==> src/rtl/alu_pkg.sv <==
// Shared opcodes and FSM state encoding for the multi-cycle ALU.
package alu_pkg;

    localparam int ALU_OP_W = 3;

    localparam logic [ALU_OP_W-1:0] ALU_NOP  = 3'd0;
    localparam logic [ALU_OP_W-1:0] ALU_ADD  = 3'd1;
    localparam logic [ALU_OP_W-1:0] ALU_XOR  = 3'd2;
    localparam logic [ALU_OP_W-1:0] ALU_MUL  = 3'd3;
    localparam logic [ALU_OP_W-1:0] ALU_DIV  = 3'd4;
    localparam logic [ALU_OP_W-1:0] ALU_MOD  = 3'd5;
    localparam logic [ALU_OP_W-1:0] ALU_SHL1 = 3'd6;
    localparam logic [ALU_OP_W-1:0] ALU_SUB  = 3'd7;

    typedef enum logic [1:0] {
        S_IDLE,
        S_ITER,
        S_FIN
    } state_t;

endpackage

==> src/rtl/alu_multicycle_if.sv <==
// Start/busy/done handshake and result bus between control FSM (master) and ALU (slave).
interface alu_multicycle_if
    import alu_pkg::*;
#(
    parameter int WIDTH = 16
);
    logic                start;
    logic [ALU_OP_W-1:0] alu_op;
    logic [WIDTH-1:0]    in1;
    logic [WIDTH-1:0]    in2;
    logic                busy;
    logic                done;
    logic [WIDTH-1:0]    alu_out;
    logic                z;
    logic                c;
    logic                dz;

    modport master (
        output start, alu_op, in1, in2,
        input  busy, done, alu_out, z, c, dz
    );

    modport slave (
        input  start, alu_op, in1, in2,
        output busy, done, alu_out, z, c, dz
    );

endinterface

==> src/rtl/alu_iter_muldiv.sv <==
// One-bit-per-cycle shift-add multiplier and restoring divider sharing one
// 2*WIDTH accumulator ({hi, lo}) and one step counter.
module alu_iter_muldiv #(
    parameter int WIDTH = 16
) (
    input  logic             clk,
    input  logic             rst_n,
    input  logic             load,
    input  logic             op_is_mul,
    input  logic [WIDTH-1:0] a,
    input  logic [WIDTH-1:0] b,
    input  logic             step,
    output logic [WIDTH-1:0] product_lo,
    output logic [WIDTH-1:0] product_hi,
    output logic [WIDTH-1:0] quotient,
    output logic [WIDTH-1:0] remainder,
    output logic             last
);

    localparam int CNT_W = $clog2(WIDTH + 1);

    logic [2*WIDTH-1:0] acc_q, acc_d;
    logic [WIDTH-1:0]   b_q, b_d;
    logic               mul_q, mul_d;
    logic [CNT_W-1:0]   cnt_q, cnt_d;
    logic [WIDTH:0]     add_sum;
    logic [WIDTH:0]     div_sh;
    logic [WIDTH:0]     trial;

    always_comb begin
        acc_d   = acc_q;
        b_d     = b_q;
        mul_d   = mul_q;
        cnt_d   = cnt_q;
        add_sum = {1'b0, acc_q[2*WIDTH-1:WIDTH]} + (acc_q[0] ? {1'b0, b_q} : '0);
        // Partial remainder shifted left with the next dividend bit; bit WIDTH of trial is the borrow.
        div_sh  = {acc_q[2*WIDTH-1:WIDTH], acc_q[WIDTH-1]};
        trial   = div_sh - {1'b0, b_q};
        if (load) begin
            acc_d = {{WIDTH{1'b0}}, a};
            b_d   = b;
            mul_d = op_is_mul;
            cnt_d = CNT_W'(WIDTH);
        end else if (step) begin
            if (mul_q) begin
                acc_d = {add_sum, acc_q[WIDTH-1:1]};
            end else if (!trial[WIDTH]) begin
                acc_d = {trial[WIDTH-1:0], acc_q[WIDTH-2:0], 1'b1};
            end else begin
                acc_d = {div_sh[WIDTH-1:0], acc_q[WIDTH-2:0], 1'b0};
            end
            cnt_d = cnt_q - CNT_W'(1);
        end
    end

    always_ff @(posedge clk) begin
        if (!rst_n) begin
            cnt_q <= '0;
        end else begin
            cnt_q <= cnt_d;
        end
    end

    always_ff @(posedge clk) begin
        acc_q <= acc_d;
        b_q   <= b_d;
        mul_q <= mul_d;
    end

    assign last       = (cnt_q == CNT_W'(1));
    assign product_lo = acc_q[WIDTH-1:0];
    assign product_hi = acc_q[2*WIDTH-1:WIDTH];
    assign quotient   = acc_q[WIDTH-1:0];
    assign remainder  = acc_q[2*WIDTH-1:WIDTH];

endmodule

==> src/rtl/alu_multicycle.sv <==
// Multi-cycle unsigned ALU: control FSM, single-cycle datapath, result mux and flags.
// Results and flags are registered on the edge that leaves FIN, together with done.
module alu_multicycle
    import alu_pkg::*;
#(
    parameter int WIDTH = 16
) (
    input  logic clk,
    input  logic rst_n,
    alu_multicycle_if.slave bus
);

    state_t              state_q, state_d;
    logic [ALU_OP_W-1:0] op_q, op_d;
    logic [WIDTH-1:0]    in1_q, in1_d;
    logic [WIDTH-1:0]    in2_q, in2_d;
    logic                done_q, done_d;
    logic [WIDTH-1:0]    alu_out_q, alu_out_d;
    logic                z_q, z_d;
    logic                c_q, c_d;
    logic                dz_q, dz_d;

    logic             md_load, md_step, md_last, md_is_mul;
    logic [WIDTH-1:0] prod_lo, prod_hi, quot, rem;

    logic [WIDTH:0]   sum, diff;
    logic [WIDTH-1:0] res;
    logic             res_c, res_dz, res_wr;

    alu_iter_muldiv #(.WIDTH(WIDTH)) u_muldiv (
        .clk        (clk),
        .rst_n      (rst_n),
        .load       (md_load),
        .op_is_mul  (md_is_mul),
        .a          (bus.in1),
        .b          (bus.in2),
        .step       (md_step),
        .product_lo (prod_lo),
        .product_hi (prod_hi),
        .quotient   (quot),
        .remainder  (rem),
        .last       (md_last)
    );

    assign md_is_mul = (bus.alu_op == ALU_MUL);

    always_comb begin
        res    = alu_out_q;
        res_c  = 1'b0;
        res_dz = 1'b0;
        res_wr = 1'b1;
        sum    = {1'b0, in1_q} + {1'b0, in2_q};
        diff   = {1'b0, in1_q} - {1'b0, in2_q};
        case (op_q)
            ALU_ADD:  begin res = sum[WIDTH-1:0];  res_c = sum[WIDTH];  end
            ALU_XOR:  res = in1_q ^ in2_q;
            ALU_MUL:  begin res = prod_lo; res_c = |prod_hi; end
            ALU_DIV:  begin
                if (in2_q == '0) begin res = '1; res_dz = 1'b1; end
                else             res = quot;
            end
            ALU_MOD:  begin
                if (in2_q == '0) begin res = in1_q; res_dz = 1'b1; end
                else             res = rem;
            end
            ALU_SHL1: begin res = {in1_q[WIDTH-2:0], 1'b0}; res_c = in1_q[WIDTH-1]; end
            ALU_SUB:  begin res = diff[WIDTH-1:0]; res_c = diff[WIDTH]; end
            default:  res_wr = 1'b0;
        endcase
    end

    always_comb begin
        state_d   = state_q;
        op_d      = op_q;
        in1_d     = in1_q;
        in2_d     = in2_q;
        done_d    = 1'b0;
        alu_out_d = alu_out_q;
        z_d       = z_q;
        c_d       = c_q;
        dz_d      = dz_q;
        md_load   = 1'b0;
        md_step   = 1'b0;
        case (state_q)
            S_IDLE: begin
                if (bus.start) begin
                    op_d  = bus.alu_op;
                    in1_d = bus.in1;
                    in2_d = bus.in2;
                    // Divide by zero skips iteration; the result mux supplies the fixed answer.
                    if (bus.alu_op == ALU_MUL ||
                        ((bus.alu_op == ALU_DIV || bus.alu_op == ALU_MOD) && bus.in2 != '0)) begin
                        md_load = 1'b1;
                        state_d = S_ITER;
                    end else begin
                        state_d = S_FIN;
                    end
                end
            end
            S_ITER: begin
                md_step = 1'b1;
                if (md_last) state_d = S_FIN;
            end
            S_FIN: begin
                done_d  = 1'b1;
                state_d = S_IDLE;
                if (res_wr) begin
                    alu_out_d = res;
                    z_d       = (res == '0);
                    c_d       = res_c;
                    dz_d      = res_dz;
                end
            end
            default: state_d = S_IDLE;
        endcase
    end

    always_ff @(posedge clk) begin
        if (!rst_n) begin
            state_q   <= S_IDLE;
            done_q    <= 1'b0;
            alu_out_q <= '0;
            z_q       <= 1'b0;
            c_q       <= 1'b0;
            dz_q      <= 1'b0;
        end else begin
            state_q   <= state_d;
            done_q    <= done_d;
            alu_out_q <= alu_out_d;
            z_q       <= z_d;
            c_q       <= c_d;
            dz_q      <= dz_d;
        end
    end

    always_ff @(posedge clk) begin
        op_q  <= op_d;
        in1_q <= in1_d;
        in2_q <= in2_d;
    end

    assign bus.busy    = (state_q != S_IDLE);
    assign bus.done    = done_q;
    assign bus.alu_out = alu_out_q;
    assign bus.z       = z_q;
    assign bus.c       = c_q;
    assign bus.dz      = dz_q;

endmodule
==> src/flat_wrapper.sv <==
// flat-port wrapper written by rule: the top's interface ports become plain ports
module alu_multicycle_flat import alu_pkg::*;
#(
    parameter int WIDTH = 16
)
  (clk, rst_n, bus_start, bus_alu_op, bus_in1, bus_in2, bus_busy, bus_done, bus_alu_out, bus_z, bus_c, bus_dz);
  alu_multicycle_if #(.WIDTH(WIDTH)) bus_i ();
  input  logic clk;
  input  logic rst_n;
  input wire logic [$bits(bus_i.start)-1:0] bus_start;
  input wire logic [$bits(bus_i.alu_op)-1:0] bus_alu_op;
  input wire logic [$bits(bus_i.in1)-1:0] bus_in1;
  input wire logic [$bits(bus_i.in2)-1:0] bus_in2;
  output wire logic [$bits(bus_i.busy)-1:0] bus_busy;
  output wire logic [$bits(bus_i.done)-1:0] bus_done;
  output wire logic [$bits(bus_i.alu_out)-1:0] bus_alu_out;
  output wire logic [$bits(bus_i.z)-1:0] bus_z;
  output wire logic [$bits(bus_i.c)-1:0] bus_c;
  output wire logic [$bits(bus_i.dz)-1:0] bus_dz;
  assign bus_i.start = bus_start;
  assign bus_i.alu_op = bus_alu_op;
  assign bus_i.in1 = bus_in1;
  assign bus_i.in2 = bus_in2;
  assign bus_busy = bus_i.busy;
  assign bus_done = bus_i.done;
  assign bus_alu_out = bus_i.alu_out;
  assign bus_z = bus_i.z;
  assign bus_c = bus_i.c;
  assign bus_dz = bus_i.dz;
  alu_multicycle #(.WIDTH(WIDTH)) u_core (.clk(clk), .rst_n(rst_n), .bus(bus_i));
endmodule
==> config.mk <==
export PLATFORM = sky130hd
export DESIGN_NAME = alu_multicycle_flat
export DESIGN_NICKNAME = d
export VERILOG_FILES = /design/src/rtl/alu_pkg.sv /design/src/rtl/alu_multicycle_if.sv /design/src/rtl/alu_iter_muldiv.sv /design/src/rtl/alu_multicycle.sv /design/src/flat_wrapper.sv
export SDC_FILE = /design/constraint.sdc
export NUM_CORES = 1
export LEC_CHECK = 0
export ABC_CLOCK_PERIOD_IN_PS = 4200
export CORE_UTILIZATION = 60
export CTS_CLUSTER_SIZE = 8
export DETAILED_ROUTE_END_ITERATION = 12
export PLACE_DENSITY = 0.81
export RECOVER_POWER = 100
export SLEW_MARGIN = 20
export SYNTH_ARGS = -nofsm -noshare
export SYNTH_HDL_FRONTEND = slang
export SYNTH_HIERARCHICAL = 1
export SYNTH_SLANG_ARGS = --single-unit
==> constraint.sdc <==
create_clock -name clk -period 4.2 [get_ports clk]
set_clock_uncertainty 0.1 [all_clocks]
set_input_delay 0.84 -clock clk [delete_from_list [all_inputs] [get_ports clk]]
set_output_delay 0.84 -clock clk [all_outputs]
set_load 0.02 [all_outputs]
==> out/qor.yml, run 1 <==
yosys:
  synth_seq_area_share_pct: 31.8
  synth_nets: 1155
  yosysMostFrequentCell: "nor2_1"
  synth_common_cells: "81 x nor2_1, 78 x nand2_1, 75 x a21oi_1"
  synth.area.top_cells: "edfxtp_1 22%, dfxtp_1 9.4%, ha_1 9.0%, mux2i_1 4.3%, a21oi_1 4.1%"
  synth_top_area_share_pct: 22.3
  syn_avg_cell_area_um2: 8.73
  netlist_instances: 1047
  synth_ff_type: "edfxtp_1"
  synth_area_um2: 9140
  synth_edf_count: 68
  yosysWarnings: 6
  synth_seq_cells: 111
  synth.largest_area_cell: "edfxtp_1"
  synth-async-reset-ratio_pct: 0
  synthDistinctLibCells: 95
setup_path:
  critPathMaxStageDelay_ns: 0.92
  critical_path_class: "input pin to flop"
  cp_data_required_time_ns: 4.18
  slowest_stage: "nor4_1"
  endpoint_kind: "flop"
  worstSetupStartpointType: "input pin"
  path_max_fanout: 37
  critPathTopFamily: "simple AND/OR/NAND/NOR gates"
  crit_chain: "dlygate4sd3_1 > nor4_1 > nand4_1 > a31oi_1 > nor3_1 > clkbuf_2 > nand2_1 > o21ai_0"
  worst_ep_arrival_time_ns: 3.77
  crit_buf_inv: 2
die:
  io_pins: 59
  die_area_um2: 15700
  row_count: 44
  chipWidth_um: 125
  core-area_um2: 14700
  die_h_um: 125
  start_util_pct: 62.2
route:
  drtPass1Iterations: 12
  wl_per_cell_um: 19.9
  avgViaCountPerCell: 6.64
  drt_iter0_markers: 1241
  antenna_left: 0
  drt_wl_total_um: 24700
  drc_errors: 2
  vias: 8237
final_layout:
  area_growth_pct: 7.78
  drive_gt1_share_pct: 5.20
  postLayoutCoreUtil_pct: 67.0
  fill_cells: 1209
  instances_no_fill: 1241
  antenna_cells: 0
  fin_nets: 1160
pwr:
  power_density_nw_per_um2: 403
  ir_drop_v: 0.000275
  finalPower_mw: 3.97
  p_switching_mw: 1.53
  combPwrFrac_pct: 41.4
  p_clk_share_pct: 21.0
  pwr-share-seq_pct: 37.6
  netSwitchingFraction_pct: 38.7
  p_int_mw: 2.43
  p_leak_nw: 4.09
grt:
  grt_pass1_wl_um: 39800
  grt.overflow.total: 0
  grt_pass1_vias: 7501
  track_usage_pct: 32.3
  grt_max_degree: 38
  grt_antenna_before_repair: 0
clock_network:
  clock_latency_ns: 0.37
  clockBufferDepth: 2
  cts_setup_buffers: 0
  tritoncts: "built"
  cts.sinks: 111
  hold_buffers: 0
  cts-root-buf: "clkbuf_16"
  cts_resized: 0
  clk_pin_slew_ns: 0.07
  h-tree-depth: 3
  cts_buffers: 9
worst_hold_path:
  hp-class: "flop to flop"
timing:
  fmax_mhz: 264
  setup_slack_ns: 0.416
  finalHoldViolCount: 0
  setup_viol: 0
  rsz0062_at_grt: "false"
  slew_violations: 25
  period_minus_slack_ns: 3.78
  tns_ns: 0
  relSlewSlack_pct: -29.0
  fin_crit_sh_pct: 90.1
  worst_slew_pin_slew_ns: 1.93
status:
  violations: "design-rule violations, max-capacitance violations, max-slew violations"
  status: "finished, violations left"
run:
  drv_cap: 1
placement:
  place_hpwl_um: 18700
  place.gp.congestion: 0.966
  io_buffers: 58
  dp_cells: 1225
  pre_cts_slack_ns: 0.439
[logic make-up after synthesis]
logic type      count (synthesis)  share of synthesized area [%]
simple gates                  335                           19.8
compound gates                306                           22.6
buf+inv                       147                           7.87
flops                         111                           31.8
fa+ha+maj                      71                           10.0
mux                            41                           4.52
xor+xnor                       36                           3.45
[worst register-to-register path, delay by kind of cell, from the launching register on]
| kind | cells | cell delay, ns |
|---|---|---|
| AO/OA/AOI/OAI | 3 | 0.57 |
| multiplexers | 1 | 0.28 |
| AND/OR/NAND/NOR | 6 | 2.17 |
| flip-flops | 1 | 0.53 |
[registers in the layout, summed over array words and instances (netlist names)]
name / flops
u_core/u_muldiv/acc_q: 32
u_core/bus.dz: 1
u_core/state_q: 2
u_core/u_muldiv/cnt_q: 5
u_core/in1_q: 16
u_core/u_muldiv/mul_q: 1
u_core/in2_q: 16
u_core/bus.c: 1
u_core/op_q: 3
u_core/bus.z: 1
u_core/bus.done: 1
u_core/bus.alu_out: 16
u_core/u_muldiv/b_q: 16
[routing by layer]
layer	wire (um)	track usage [%]	up-vias
li1	-	-	3820
met1	10600	44.4	3875
met2	10800	49.7	490
met3	2760	9.24	52
met4	610	9.04	0
met5	0	0	-
[path summary, 6_finish.rpt]
path | to | startpoint | depth (start not counted) | slack [ns]
min | u_core/bus.alu_out[11] | u_core/bus.alu_out[11] | 2 | 0.38
max reg2reg | u_core/bus.z | u_core/in2_q[13] | 10 | 0.48
max | u_core/u_muldiv/acc_q[0] | bus_in2[1] | 8 | 0.42
min reg2reg | u_core/bus.alu_out[11] | u_core/bus.alu_out[11] | 2 | 0.38
[cell type report]
| type | instances | area (um^2) | share of cell area, % |
|---|---|---|---|
| clock inverters | 3 | 23.8 | 0.241 |
| flip-flops and latches | 111 | 2900 | 29.5 |
| multi-input cells | 789 | 5490 | 55.7 |
| well taps | 184 | 230 | 2.34 |
| clock buffers | 13 | 250 | 2.54 |
| inverters | 62 | 233 | 2.36 |
| repair buffers | 79 | 724 | 7.36 |
[stage by stage]
stage	hold WS [ns]	instance area, um^2
2_1_floorplan	0.369	9140
3_3_place_gp	0.359	9630
3_5_place_dp	0.365	9630
4_1_cts	0.379	9910
5_1_grt	0.416	9850
6_report	0.377	9850
[cell usage in the layout (no fill, tap or decap), drive strengths merged, types with 8 or more instances in the layout]
cell          n
inv          64
edfxtp       68
nor3b        10
dlygate4sd3  57
a211oi       11
nand3        17
nand4        10
o21a         17
xnor2        25
o21ai        77
nor3         26
and2         25
a21o         16
nand2b       13
nor2         81
o211a         8
nor2b        24
nor4         18
nand2        78
buf          17
xor2         11
o221ai       12
dfxtp        43
ha           66
a21oi        77
clkbuf       17
mux2i        39
a31oi         9
[power by group through the flow]
stage	sequential [mW]	combinational [mW]	clock, mW
floorplan	1.43	1.35	0
global placement	1.51	1.61	0
detailed placement	1.51	1.63	0
CTS	1.48	1.64	0.838
global route	1.50	1.80	0.883
finish	1.49	1.64	0.832
Power figures use the tool's default switching activity.
==> inputs of run 2 (changes only) <==
- CORE_MARGIN: unset -> 8
- SYNTH_HIERARCHICAL: 1 -> unset
==> out/qor.yml, run 2 <==
die:
  core-area_um2: 15000  # +2.3%
  die_h_um: 139  # +11%
  io_pins: 59  # unchanged
  row_count: 45  # +2.3%
  die_area_um2: 19500  # +24%
  start_util_pct: 60.8  # -1.3 points
  chipWidth_um: 139  # +11%
yosys:
  synth_top_area_share_pct: 22.3  # about the same
  synth_seq_cells: 111  # unchanged
  yosysWarnings: 0  # -6
  synth_ff_type: "edfxtp_1"
  synth_edf_count: 68  # unchanged
  synth.area.top_cells: "edfxtp_1 22%, dfxtp_1 9.4%, ha_1 9.2%, a21oi_1 5.3%, nor2_1 4.4%"
  synth_area_um2: 9150  # about the same
  synth-async-reset-ratio_pct: 0  # unchanged
  synth_seq_area_share_pct: 31.7  # about the same
  synth_nets: 1182  # +2.3%
  synth_common_cells: "108 x nor2_1, 97 x a21oi_1, 85 x nand2_1"
  yosysMostFrequentCell: "nor2_1"
  synth.largest_area_cell: "edfxtp_1"
  syn_avg_cell_area_um2: 8.52  # -2.3%
  synthDistinctLibCells: 103  # +8.4%
  netlist_instances: 1073  # +2.5%
timing:
  period_minus_slack_ns: 3.96  # +0.178 ns
  rsz0062_at_grt: "false"
  worst_slew_pin_slew_ns: 1.98  # +0.0497 ns
  slew_violations: 36  # +44%
  fin_crit_sh_pct: 94.3  # +4.2 points
  finalHoldViolCount: 0  # unchanged
  fmax_mhz: 252  # -4.5%
  tns_ns: 0  # unchanged
  setup_slack_ns: 0.238  # -0.178 ns
  setup_viol: 0  # unchanged
  relSlewSlack_pct: -31.9  # -2.8 points
setup_path:
  endpoint_kind: "flop"
  critical_path_class: "flop to flop"
  r2r_slack_ns: 0.24  # -0.24 ns
  cp_data_required_time_ns: 4.38  # +0.20 ns
  path_max_fanout: 9  # -76%
  rr_worst_depth: 11  # +1
  worst_ep_arrival_time_ns: 4.15  # +0.38 ns
  worstSetupStartpointType: "flop"
clock_network:
  clock_latency_ns: 0.37  # about the same
  tritoncts: "built"
  clk_pin_slew_ns: 0.08  # about the same
  cts.sinks: 111  # unchanged
  hold_buffers: 0  # unchanged
  cts_buffers: 9  # unchanged
  h-tree-depth: 3  # unchanged
  cts-root-buf: "clkbuf_16"
  clockBufferDepth: 2  # unchanged
final_layout:
  drive_gt1_share_pct: 7.46  # +2.3 points
  layout_common_cells: "108 x nor2_1, 97 x a21oi_1, 85 x nand2_1"
  largest_reg_flops: 32  # unchanged
  fin_nets: 1230  # +6.0%
  final_cell_area_um2: 10200  # +3.7%
  largest-register: "u_core.u_muldiv.acc_q"
  instances_no_fill: 1315  # +6.0%
  fill_cells: 1288  # +6.5%
  final_common_cell: "nor2_1"
  regArea_um2: 2900  # unchanged
  multi_input_area_um2: 5650  # +3.1%
  area_growth_pct: 11.7
route:
  wl_per_cell_um: 21.8  # +9.5%
  vias: 8703  # +5.7%
  drt_wl_total_um: 28700  # +16%
  drc_errors: 0  # -2
  drt_iter0_markers: 1104  # -11%
  avgViaCountPerCell: 6.62  # -0.29%
  drtPass1Iterations: 5  # -7
  antenna_left: 0  # unchanged
grt:
  use_met3_pct: 5.57  # -3.7 points
  grt.met1_usage_pct: 39.0  # -5.3 points
  busiest_layer: "met2"
  track_usage_pct: 29.1  # -3.2 points
  grt_max_degree: 38  # unchanged
  grt.overflow.total: 0  # unchanged
  grt_pass1_wl_um: 44800  # +13%
  met2_usage_pct: 44.7  # -4.9 points
  grt_pass1_vias: 8100  # +8.0%
  grt_antenna_before_repair: 0  # unchanged
pwr:
  p_leak_nw: 4.18  # +2.2%
  power_density_nw_per_um2: 407  # +1.0%
  ir_drop_v: 0.000388  # +41%
placement:
  place.gp.congestion: 1.02  # +5.7%
  io_buffers: 58  # unchanged
  dp_cells: 1298  # +6.0%
  pre_cts_slack_ns: 0.147  # -0.292 ns
  place_area_um2: 9940  # +3.2%
  place_hpwl_um: 22200  # +19%
worst_hold_path:
  hold_path_depth: 2  # unchanged
  hp-class: "flop to flop"
status:
  status: "finished, violations left"
  violations: "max-capacitance violations, max-slew violations"
run:
  drv_cap: 1  # unchanged
==> run 2: path summary, 6_finish.rpt <==
path | startpoint | end
setup / recovery | u_core.in1_q[2] | u_core.bus.z
hold / removal | u_core.bus.alu_out[12] | u_core.bus.alu_out[12]
setup reg to reg | u_core.in1_q[2] | u_core.bus.z
hold reg to reg | u_core.bus.alu_out[12] | u_core.bus.alu_out[12]
==> run 2: where the power goes <==
group          internal (mW)  total (mW)  switching [mW]  leakage [nW]
clock network          0.427       0.887           0.461         0.151
logic                  0.762        1.78            1.02          3.03
registers               1.30        1.48           0.189         0.993
total                   2.48        4.15            1.67          4.18
==> run 2: cells by family (layout without fill, tap and decap cells) <==
group / Yosys count / after routing / synth area share, %
muxes: 41 / 41 / 4.61
buffers and inverters: 127 / 180 / 6.51
and+or+nand+nor: 353 / 353 / 19.0
other: 0 / 1 / 0
DFF: 111 / 111 / 31.7
AOI/OAI and AO/OA: 334 / 334 / 24.6
adders and majority gates: 72 / 72 / 10.2
xor gates and xnor gates: 35 / 35 / 3.35
==> run 2: cell type report <==
class	count	share of cell area [%]
Multi-Input combinational cell	835	55.4
Sequential cell	111	28.4
Timing Repair Buffer	93	8.25
Inverter	71	2.61
Tap cell	188	2.30
Clock buffer	9	2.21
Clock inverter	7	0.821
Antenna cell	1	0.0245
==> run 2: what timing repair did <==
action                                  in CTS  in global routing
buffers inserted                             0                  0
gates resized for setup                      0                  1
endpoints found under the setup margin       0                  1
==> run 2: per-stage QoR <==
step           power (mW)  utilization (%)  hold slack (ns)
2_1_floorplan        2.74                -            0.374
3_3_place_gp         3.22             66.1            0.360
3_5_place_dp         3.25             66.1            0.364
4_1_cts              4.14             68.2            0.376
5_1_grt              4.37             67.9            0.403
6_report             4.15             67.9            0.370
==> run 2: metal layers <==
layer,vias up,share of wire (%)
li1,4030,-
met1,4081,42
met2,508,44
met3,84,10
met4,0,3.6
met5,-,0
==> run 2: worst max-delay path, cell delays in order (launching register included) <==
cell and delay [ns]:
edfxtp_1 0.45, ha_1 0.44, nor2b_1 0.23, o2111ai_1 0.30, nand3_1 0.15, a2111oi_1 0.66
nor2_1 0.11, xnor2_1 0.17, a211o_1 0.30, a2111o_1 0.35, or4_4 0.42, o31ai_2 0.20
